==> config.mk <==
export PLATFORM = sky130hd
export DESIGN_NAME = seq_mult16
export DESIGN_NICKNAME = d
export VERILOG_FILES = /design/src/rtl/seq_mult_pkg.sv /design/src/rtl/add_nbit.sv /design/src/rtl/seq_mult16.sv
export SDC_FILE = /design/constraint.sdc
export NUM_CORES = 1
export LEC_CHECK = 0
export ABC_AREA = 1
export CORE_MARGIN = 5
export CORE_UTILIZATION = 45
export DETAILED_ROUTE_END_ITERATION = 8
export PLACE_DENSITY = 0.67
export SLEW_MARGIN = 40
export SYNTH_ARGS = -nofsm -noshare
export SYNTH_HDL_FRONTEND = slang
export SYNTH_HIERARCHICAL = 1
export SYNTH_SLANG_ARGS = --single-unit
==> constraint.sdc <==
create_clock -name clk -period 16.17 [get_ports clk]
set_input_delay 3.234 -clock clk [delete_from_list [all_inputs] [get_ports clk]]
set_output_delay 3.234 -clock clk [all_outputs]
set_load 0.02 [all_outputs]
==> src/rtl/seq_mult_pkg.sv <==
// Shared definitions for the sequential shift-and-add multiplier:
// default operand width, product width, counter width and FSM encoding.
package seq_mult_pkg;

    localparam int WIDTH  = 16;
    localparam int PROD_W = 2 * WIDTH;
    // Must satisfy 2**CNT_W > WIDTH so the last iteration index is representable.
    localparam int CNT_W  = 5;

    typedef enum logic [1:0] {
        IDLE = 2'd0,
        RUN  = 2'd1,
        DONE = 2'd2
    } state_t;

endpackage : seq_mult_pkg

==> src/rtl/add_nbit.sv <==
// Parameterised N-bit ripple-carry adder with carry-in and carry-out.
// Used by seq_mult16 for the acc + mcand accumulation step.
module add_nbit #(
    parameter int N = 32
) (
    input  logic [N-1:0] i_a,
    input  logic [N-1:0] i_b,
    input  logic         i_cin,
    output logic [N-1:0] o_sum,
    output logic         o_cout
);

    logic [N:0] w_carry;

    assign w_carry[0] = i_cin;

    // One full-adder cell per bit; carry ripples from bit 0 upward.
    for (genvar i = 0; i < N; i++) begin : g_bit
        assign o_sum[i]     = i_a[i] ^ i_b[i] ^ w_carry[i];
        assign w_carry[i+1] = (i_a[i] & i_b[i]) | (w_carry[i] & (i_a[i] ^ i_b[i]));
    end

    assign o_cout = w_carry[N];

endmodule : add_nbit

==> src/rtl/seq_mult16.sv <==
// Sequential unsigned shift-and-add multiplier, WIDTH x WIDTH -> 2*WIDTH.
// One operand pair in flight; valid/ready handshakes on both sides.
// Optional build macro SEQ_MULT16_EARLY_TERM_EN: leave RUN as soon as the
// remaining multiplier bits are all zero (product value is unchanged).
module seq_mult16
    import seq_mult_pkg::*;
#(
    parameter int WIDTH = seq_mult_pkg::WIDTH,
    parameter int CNT_W = seq_mult_pkg::CNT_W
) (
    input  logic                 clk,
    input  logic                 rst_n,
    input  logic                 in_valid,
    output logic                 in_ready,
    input  logic [WIDTH-1:0]     a,
    input  logic [WIDTH-1:0]     b,
    output logic                 out_valid,
    input  logic                 out_ready,
    output logic [2*WIDTH-1:0]   product,
    output logic                 busy
);

    localparam int P_W = 2 * WIDTH;
    localparam logic [CNT_W-1:0] LAST_CNT = CNT_W'(WIDTH - 1);

    state_t             r_state;
    state_t             w_state_next;
    logic [P_W-1:0]     r_acc;
    logic [P_W-1:0]     r_mcand;
    logic [WIDTH-1:0]   r_mplier;
    logic [CNT_W-1:0]   r_cnt;
    logic [P_W-1:0]     r_product;

    logic [P_W-1:0]     w_sum;
    logic               w_cout;
    logic [P_W-1:0]     w_acc_next;
    logic [WIDTH-1:0]   w_mplier_next;
    logic               w_last;

    add_nbit #(.N(P_W)) u_add (
        .i_a    (r_acc),
        .i_b    (r_mcand),
        .i_cin  (1'b0),
        .o_sum  (w_sum),
        .o_cout (w_cout)
    );

    assign w_acc_next    = r_mplier[0] ? w_sum : r_acc;
    assign w_mplier_next = r_mplier >> 1;

`ifdef SEQ_MULT16_EARLY_TERM_EN
    assign w_last = (w_mplier_next == '0) || (r_cnt == LAST_CNT);
`else
    assign w_last = (r_cnt == LAST_CNT);
`endif

    // State register with synchronous active-low reset.
    always_ff @(posedge clk) begin
        // NOTE: sequential state uses non-blocking assignments so every register samples pre-edge values.
        if (!rst_n) r_state <= IDLE;
        else        r_state <= w_state_next;
    end

    // Next-state decode and handshake outputs, all derived from registered state.
    always_comb begin
        // NOTE: defaults first so no path through the case leaves a signal unassigned (no latches).
        w_state_next = r_state;
        in_ready     = 1'b0;
        out_valid    = 1'b0;
        busy         = 1'b1;
        product      = r_product;
        case (r_state)
            IDLE: begin
                in_ready = 1'b1;
                busy     = 1'b0;
                if (in_valid) w_state_next = RUN;
            end
            RUN: begin
                if (w_last) w_state_next = DONE;
            end
            DONE: begin
                out_valid = 1'b1;
                if (out_ready) w_state_next = IDLE;
            end
            default: w_state_next = IDLE;
        endcase
    end

    // Datapath: load operands on accept, one add/shift step per RUN cycle,
    // capture the final sum into the product register on the exit edge.
    always_ff @(posedge clk) begin
        if (!rst_n) begin
            // NOTE: every datapath register is cleared so no stale partial result survives a reset.
            r_acc     <= '0;
            r_mcand   <= '0;
            r_mplier  <= '0;
            r_cnt     <= '0;
            r_product <= '0;
        end else begin
            case (r_state)
                IDLE: begin
                    if (in_valid) begin
                        r_acc    <= '0;
                        r_mcand  <= {{WIDTH{1'b0}}, a};
                        r_mplier <= b;
                        r_cnt    <= '0;
                    end
                end
                RUN: begin
                    r_acc    <= w_acc_next;
                    r_mcand  <= r_mcand << 1;
                    r_mplier <= w_mplier_next;
                    r_cnt    <= r_cnt + 1'b1;
                    if (w_last) r_product <= w_acc_next;
                end
                default: ;
            endcase
        end
    end

    // The partial sum can never exceed 2*WIDTH bits while iterating.
    a_no_carry_out : assert property (@(posedge clk) disable iff (!rst_n)
        (r_state == RUN) |-> !w_cout);

endmodule : seq_mult16

# Word level (Yosys, flattened, before mapping)
# Cells that the tools add are included.
# totals
ff_bits	119
latchBits	0
mem_bits_rw	0
rom_bits	0
input_bits	36
out_inout_bits	35
word_cells	188
n_memories	0
# op_classes
n_addsub	1
n_mul	0
n_div	0
magnitude_cmp	0
n_eq_ne	6
shifts	0
muxes	16
bitwise	154
reduce_logical	5
# ops
operator	n
$pmux W32 S2	2
$mux W32	3
$xor A1 B1 Y1	63
$and A1 B1 Y1	61
$pmux W16 S2	1
$or A1 B1 Y1	30
$mux W16	1
$pmux W5 S2	1
$mux W2	3
$ne A2 B2 Y1 const B	3
$pmux W2 S3	1
$add A5 B1 Y5 const B	1
$eq A5 B4 Y1 const B	1
$mux W5	1
$reduce_and A2 Y1	2
$mux W1	3
$reduce_and A3 Y1	1
$eq A2 B1 Y1 const B	1
$eq A2 B2 Y1 const B	1
$logic_not A2 Y1	1
$reduce_bool A2 Y1	1

# Depth between registers and ports, before layout
# Gate-level depths: netlist (run 1).
# depth
ltp_word	64
ltp_mapped	42

# By module
# Netlist (run 1), hierarchy kept.
# modules_own_cells
module	n_inst	cells_per_inst	area_each_um2
seq_mult16	1	776	5212.5
add_nbit	1	42	678.2

# Worst setup path after synthesis (run 1)
# Ideal clock, no wire load.
# synth_path
path_kind	register to register
from	reg r_acc[0]
to	reg r_product[31], in the netlist product[31]
arrival_ns	12.775
path_slack_ns	3.330
stages_incl_launch_ff	43
synth_period_minus_slack_ns	12.840
cell_sequence	dfxtp_1 > fa_1 > fa_1 > fa_1 > fa_1 > fa_1 > fa_1 > fa_1 > fa_1 > fa_1 > fa_1 > fa_1 > fa_1 > fa_1 > fa_1 > fa_1 > fa_1 > inv_1 > [... 7 more ...] > fa_1 > fa_1 > fa_1 > fa_1 > fa_1 > fa_1 > fa_1 > fa_1 > fa_1 > inv_1 > fa_1 > inv_1 > inv_1 > nand2_1 > o21ai_0 > nand2_1 > nand2_1 > nor2_1
# synth_between
elab_chain_cells	63
# synth_rtl
element	line	rtl
from (decl)	seq_mult16.sv:28	logic [P_W-1:0] r_acc;
from (signal assigned)	seq_mult16.sv:110	r_acc <= w_acc_next;
$and A1 B1 Y1 (2 in series)	add_nbit.sv:20	assign w_carry[i+1] = (i_a[i] & i_b[i]) | (w_carry[i] & (i_a[i] ^ i_b[i]));
$or A1 B1 Y1	add_nbit.sv:20	
$and A1 B1 Y1	add_nbit.sv:20	
$or A1 B1 Y1	add_nbit.sv:20	
$and A1 B1 Y1	add_nbit.sv:20	
$or A1 B1 Y1	add_nbit.sv:20	
$and A1 B1 Y1	add_nbit.sv:20	
$or A1 B1 Y1	add_nbit.sv:20	
[... 47 more ...]	--	
$or A1 B1 Y1	add_nbit.sv:20	
$and A1 B1 Y1	add_nbit.sv:20	
$or A1 B1 Y1	add_nbit.sv:20	
$and A1 B1 Y1	add_nbit.sv:20	
$or A1 B1 Y1	add_nbit.sv:20	
$xor A1 B1 Y1	add_nbit.sv:19	assign o_sum[i] = i_a[i] ^ i_b[i] ^ w_carry[i];
net w_sum[31]	seq_mult16.sv:34	logic [P_W-1:0] w_sum;
$mux W32	seq_mult16.sv:48	assign w_acc_next = r_mplier[0] ? w_sum : r_acc;
to (signal assigned)	seq_mult16.sv:114	if (w_last) r_product <= w_acc_next;
to (decl)	seq_mult16.sv:32	logic [P_W-1:0] r_product;
# The timed path passes the listed nets, and every way through them passes these cells.
# A chain may end at the register's enable or synchronous reset.

# Worst setup path after layout (run 1)
# Same ends and word-level chain as after synthesis.

==> results.md, run 1 <==
- Die height: 124 um
- Dpl cells: 1011
- First-pass GRT wire length: 24.0 mm
- Initial DRC Count: 460
- GPL Wtd Cong: 0.786
- Via count: 5260
- Worst r2r src: r_acc[0]
- Wire per inst: 13.2 um
- Die ar.: 15500 um^2
- Total Wirelength: 13.7 mm
- Antenna Nets Post-Route: 0
- Warning count from the yosys run: 6
- Worst Hold Depth: 2
- Resized Gates After CTS: 0
- Max-slew violations: 0
- Reg2Reg Setup Slack: 2.67 ns
- Initial antenna violation count: 0
- CP max stage cell: fa_1
- Non-Filler Instances: 1041
- Syn avg cell area: 7.21 um^2
- CP arrival: 13.85 ns
- Detailed Routing Iterations Pass 1: 7
- Die X: 124 um
- Core Box Area: 12700 um^2
- H-tree Lvls: 4
- Mapped Area: 5890 um^2
- Synthesized instance count: 817
- Worst Hold End: product[23]
- CTS clk-pin slew, worst paths: 0.05 ns
- Final hold vios: 0
- Final setup TNS: 0 ns
- Worst Setup End Kind: flip-flop
- CP max stage delay: 0.44 ns
- # clock sinks: 119
- F_max: 74.1 MHz
- Largest net degree at the start of global routing: 84
- Bufs on Longest Clock Path: 2
- Detailed placement HPWL: 8.57 mm
- Rows: 41
- Most frequent CP cell: fa_1
- Reg2reg end: product[31]
- Register area: 2380 um^2
- Max_cap viols: 0
- Synth-to-layout area growth: 21.5%
- Multi-input gate area: 3010 um^2
- Power density cells: 98.7 nW/um^2
- Final period utilization: 83.5%
- Vias in the first global route: 5164
- FF-to-FF path depth: 42
- Crit path max-delay family: adder cells
- N_diodes: 0
- HP Start: product[23]
- RSZ-0062 raised after global routing: false
- Fin crit period: 13.50 ns
- Clock root cell: clkbuf_16
- IR drop worst, VDD: 0.0651 mV
- Worst setup SP type: flip-flop
- Fin Clk Skew: 0.00796 ns
- Leakage power: 2.95 nW
- Min-Delay Path Class: reg -> reg
- Crit path kind: reg -> reg
- Outcome: complete, no violations
- Post-synth net total: 887
- Nets: 928
- Ports: 71
- Final Setup Violations: 0
- Worst Path Buf+Inv: 5
- Cts hold-fix bufs: 0
- DRC: 0
- Worst-skew pair later-pin latency: 0.41 ns
- Levels on crit path: 42
- Post-CTS Setup Bufs: 0
- Rel. slew slack: 46.0%
- Initial Util: 46.3%
- CP max FO: 4
- DR vias/cell: 5.05
- Gr usage total: 18.4%
- Worst EP required: 16.52 ns
- Worst Tran Pin Value: 0.805 ns
- Global route overflow: 0
- PortBufs: 70
- CTS buffer count: 17
- FILL cells: 1216
- Final core occ: 56.2%
- CTS tree: done
- Layout cell share with drive strength beyond 1: 5.06%
- Tot Pwr: 0.706 mW
## placed cells by master, fill, tap and decap left out
| master | n |
|---|---|
| o21ai_1 | 1 |
| nand3_1 | 111 |
| clkbuf_1 | 4 |
| or2_1 | 1 |
| nor2_4 | 1 |
| clkdlybuf4s50_1 | 70 |
| o21ai_0 | 9 |
| clkinv_2 | 3 |
| fa_1 | 32 |
| o211ai_1 | 7 |
| nand2_1 | 266 |
| nor2_2 | 2 |
| nand2_2 | 3 |
| dfxtp_1 | 119 |
| conb_1 | 1 |
| inv_1 | 60 |
| buf_4 | 8 |
| clkinv_1 | 1 |
| clkbuf_16 | 17 |
| buf_6 | 1 |
| clkbuf_8 | 6 |
| nor2_1 | 59 |
| inv_2 | 3 |
| nor3_1 | 1 |
| a21oi_1 | 81 |
| ha_1 | 2 |
## flip-flops by register name, summed over array words and instances, names as in the netlist
register  count
product      32
r_acc        32
r_mcand      32
r_mplier     16
r_cnt         5
r_state       2
## power breakdown
part	internal, mW	total [mW]	switching (mW)
combinational	0.0208	0.0597	0.0388
sequential	0.300	0.306	0.00571
clock	0.217	0.341	0.123
total	0.539	0.706	0.168
## how the worst max path moves through the flow
stage               slack (ns)     start           to
detailed placement        2.76  r_acc[0]  product[31]
global route              2.12  r_acc[0]  product[31]
finish                    2.67  r_acc[0]  product[31]
CTS                       2.70  r_acc[0]    r_acc[31]
global placement          2.85  r_acc[0]  product[31]
floorplan                 3.33  r_acc[0]  product[31]
## per-stage QoR
stage | setup WS [ns] | hold WS [ns] | area (um^2)
finish | 2.67 | 0.460 | 7150
global route | 2.12 | 0.484 | 7150
CTS | 2.70 | 0.463 | 7150
detailed placement | 2.76 | 0.455 | 6610
global placement | 2.85 | 0.452 | 6610
floorplan | 3.33 | 0.448 | 5890
## tightest hold or removal path, delay by kind of cell, from the launching register on
family	cells	cell delay [ns]
AOI/OAI and AO/OA	1	0.05
DFF	1	0.30
and+or+nand+nor	1	0.06
## layer usage
metal,global-route usage [%],share of wire (%)
met3,4.59,5.2
met4,8.51,2.3
met2,28.8,46
met1,23.9,47
met5,0,0
## area by class of cell
| type | count | share of cell area [%] |
|---|---|---|
| inverters | 64 | 3.36 |
| multi-input cells | 577 | 42.0 |
| clock inverters | 3 | 0.210 |
| repair buffers | 79 | 10.8 |
| flip-flops and latches | 119 | 33.3 |
| well taps | 172 | 3.01 |
| clock buffers | 27 | 7.31 |
Note: power is estimated with default switching activity, not from simulation.
==> run 2: changes to the inputs <==
Settings changed: PLACE_DENSITY 0.67 to 0.69.
Clock period 16.17 ns to 11.6 ns, I/O delays scaled along.
==> run 2 against run 1 <==
Effect of this change:
- the flow now finishes with violations (negative setup slack)
- clock power grew 51%
- via count shrank 2.5%
- first-iteration DRC count shrank 3.7%
- final cell count grew 0.48%
- sequential share of layout area shrank 0.72 points
- count of clock-buffer cells in the layout shrank 3
- global-route usage shrank 0.22 points
- total power grew 45%
- combinational power grew 41%
- critical path type unchanged
==> results.md, run 2 (same netlist as run 1, synthesis figures left out) <==
- Tot Pwr: 1.03 mW (was 0.706 mW)
- Ports: 71 (unchanged)
- Core Box Area: 12700 um^2 (unchanged)
- Detailed placement HPWL: 8.34 mm (was 8.57 mm)
- Bufs on Longest Clock Path: 2 (unchanged)
- Most common cell after layout, fill and taps aside: nand2_1 (unchanged)
- Worst Setup End Kind: flip-flop (unchanged)
- Initial DRC Count: 443 (was 460)
- Rows: 41 (unchanged)
- Cts hold-fix bufs: 0 (unchanged)
- Final hold vios: 0 (unchanged)
- Min-Delay Path Class: reg -> reg (unchanged)
- Rel. slew slack: 50.2% (was 46.0%)
- HP Start: product[24] (was product[23])
- CP max FO: 2 (was 4)
- Via count: 5128 (was 5260)
- Reg2Reg Setup Slack: -0.49 ns (was 2.67 ns)
- Worst Hold End: product[24] (was product[23])
- Power density cells: 140 nW/um^2 (was 98.7 nW/um^2)
- Die height: 124 um (unchanged)
- Antenna Nets Post-Route: 0 (unchanged)
- Fin crit period: 12.09 ns (was 13.50 ns)
- Worst r2r src: r_mcand[0] (was r_acc[0])
- CP arrival: 12.44 ns (was 13.85 ns)
- First-pass GRT wire length: 23.7 mm (was 24.0 mm)
- Die X: 124 um (unchanged)
- H-tree Lvls: 4 (unchanged)
- Power Internal: 0.786 mW (was 0.539 mW)
- Part of the power in registers: 41.5% (was 43.3%)
- Most frequent cells in the layout: nand2_1 (265), dfxtp_1 (118), nand3_1 (111), a21oi_1 (81), clkdlybuf4s50_1 (70) (was nand2_1 (266), dfxtp_1 (119), nand3_1 (111), a21oi_1 (81), clkdlybuf4s50_1 (70))
- Layout cell share with drive strength beyond 1: 9.73% (was 5.06%)
- Final period utilization: 104% (was 83.5%)
- Max_cap viols: 0 (unchanged)
- Total Wirelength: 13.4 mm (was 13.7 mm)
- Clock power share: 50.3% (was 48.2%)
- CP max stage delay: 0.39 ns (was 0.44 ns)
- Dpl cells: 1014 (was 1011)
- Leakage power: 2.92 nW (was 2.95 nW)
- Nets: 931 (was 928)
- Crit path kind: reg -> reg (unchanged)
- Worst Hold Depth: 2 (unchanged)
- Outcome: finished, violations left (was complete, no violations)
- Die ar.: 15500 um^2 (unchanged)
- DR vias/cell: 4.90 (was 5.05)
- Reg2reg end: product[31] (unchanged)
- Worst setup SP type: flip-flop (unchanged)
- Switch share: 23.5% (was 23.8%)
- Worst-skew pair later-pin latency: 0.42 ns (was 0.41 ns)
- Final Setup Violations: 4 (was 0)
- Global route overflow: 0 (unchanged)
- Clock root cell: clkbuf_16 (unchanged)
- IR drop worst, VDD: 0.0975 mV (was 0.0651 mV)
- Sw power: 0.241 mW (was 0.168 mW)
- Non-Filler Instances: 1046 (was 1041)
- PortBufs: 70 (unchanged)
- N_diodes: 0 (unchanged)
- Initial Util: 46.3% (unchanged)
- CP max stage cell: fa_1 (unchanged)
- # clock sinks: 119 (unchanged)
- Worst Tran Pin Value: 0.745 ns (was 0.805 ns)
- Initial antenna violation count: 0 (unchanged)
- Synth-to-layout area growth: 24.3% (was 21.5%)
- Combinational power share: 8.2% (was 8.4%)
- Fin Clk Skew: 0.00759 ns (was 0.00796 ns)
- Gr usage total: 18.2% (was 18.4%)
- DRC: 0 (unchanged)
- CTS buffer count: 17 (unchanged)
- Worst EP required: 11.95 ns (was 16.52 ns)
- RSZ-0062 raised after global routing: true (was false)
- Detailed Routing Iterations Pass 1: 4 (was 7)
- Wire per inst: 12.8 um (was 13.2 um)
- CTS tree: done (unchanged)
- CTS clk-pin slew, worst paths: 0.05 ns (about the same)
- Most frequent CP cell: fa_2 (was fa_1)
- F_max: 82.7 MHz (was 74.1 MHz)
- Max-slew violations: 0 (unchanged)
- Failing checks: negative setup slack
- GPL Wtd Cong: 0.764 (was 0.786)
- Setup ws final: -0.489 ns (was 2.67 ns)
- Largest net degree at the start of global routing: 84 (unchanged)
- Vias in the first global route: 5072 (was 5164)
- FF-to-FF path depth: 42 (unchanged)
[run 2: power groups by stage]
stage	sequential [mW]	combinational [mW]	clock, mW
after global routing	0.428	0.0960	0.545
after floorplan	0.433	0.0583	0
after detailed placement	0.435	0.0845	0
after CTS	0.426	0.0848	0.525
final	0.426	0.0844	0.516
after global placement	0.435	0.0828	0
[run 2: how the worst max path moves through the flow]
stage | start | to | slack [ns] | depth (start not counted)
floorplan | r_mcand[0] | product[31] | -0.02 | 42
global placement | r_mcand[0] | product[31] | -0.35 | 42
detailed placement | r_mcand[0] | r_acc[31] | -0.37 | 40
CTS | r_mcand[0] | product[31] | -0.47 | 42
global route | r_mcand[0] | product[31] | -0.84 | 42
finish | r_mcand[0] | product[31] | -0.49 | 42
[run 2: cell type report]
type                    count  area, um^2
clock inverters             8        95.1
well taps                 172         215
fillers                  1263        5410
clock buffers              24         492
repair buffers             82         807
flip-flops and latches    119        2380
inverters                  64         240
multi-input cells         577        3080
[run 2: routing by layer]
| layer | vias up | track usage, % | wire [um] |
|---|---|---|---|
| met1 | 2334 | 24.6 | 6420 |
| met4 | 0 | 7.29 | 172 |
| met5 | - | 0 | 0 |
| met2 | 115 | 28.1 | 6090 |
| li1 | 2666 | - | - |
| met3 | 13 | 4.25 | 697 |
[run 2: per-stage QoR]
step | TNS, ns | hold WS (ns) | utilization, % | instance area, um^2 | setup WS (ns)
after floorplan | -0.0304 | 0.448 | - | 5960 | -0.0209
after global placement | -0.717 | 0.453 | 52.7 | 6700 | -0.346
after detailed placement | -0.810 | 0.456 | 52.9 | 6730 | -0.369
after CTS | -1.18 | 0.464 | 57.5 | 7310 | -0.467
after global routing | -2.62 | 0.481 | 57.5 | 7320 | -0.835
final | -1.23 | 0.461 | 57.5 | 7320 | -0.489
[run 2: critical path, delay by kind of cell, from the launching register on]
family / cells / cell delay, ns
buffers and inverters: 5 / 0.26
AO/OA/AOI/OAI: 1 / 0.07
adder cells (fa/ha/maj): 32 / 11.11
AND/OR/NAND/NOR: 4 / 0.27
flip-flops: 1 / 0.32
[run 2: what timing repair did]
action | 4_1_cts | 5_1_grt
setup buffers | 0 | 0
setup endpoints to repair | 4 | 6
gates resized for setup | 1 | 0
pin swaps | 1 | 2
hold endpoints to repair | 0 | 0
gates cloned | 0 | 0
==> run 3: changes to the inputs <==
Settings changed: CAP_MARGIN set to 20.
==> results of run 3 <==
Final layout, timing and power as in run 2 (identical DEF).
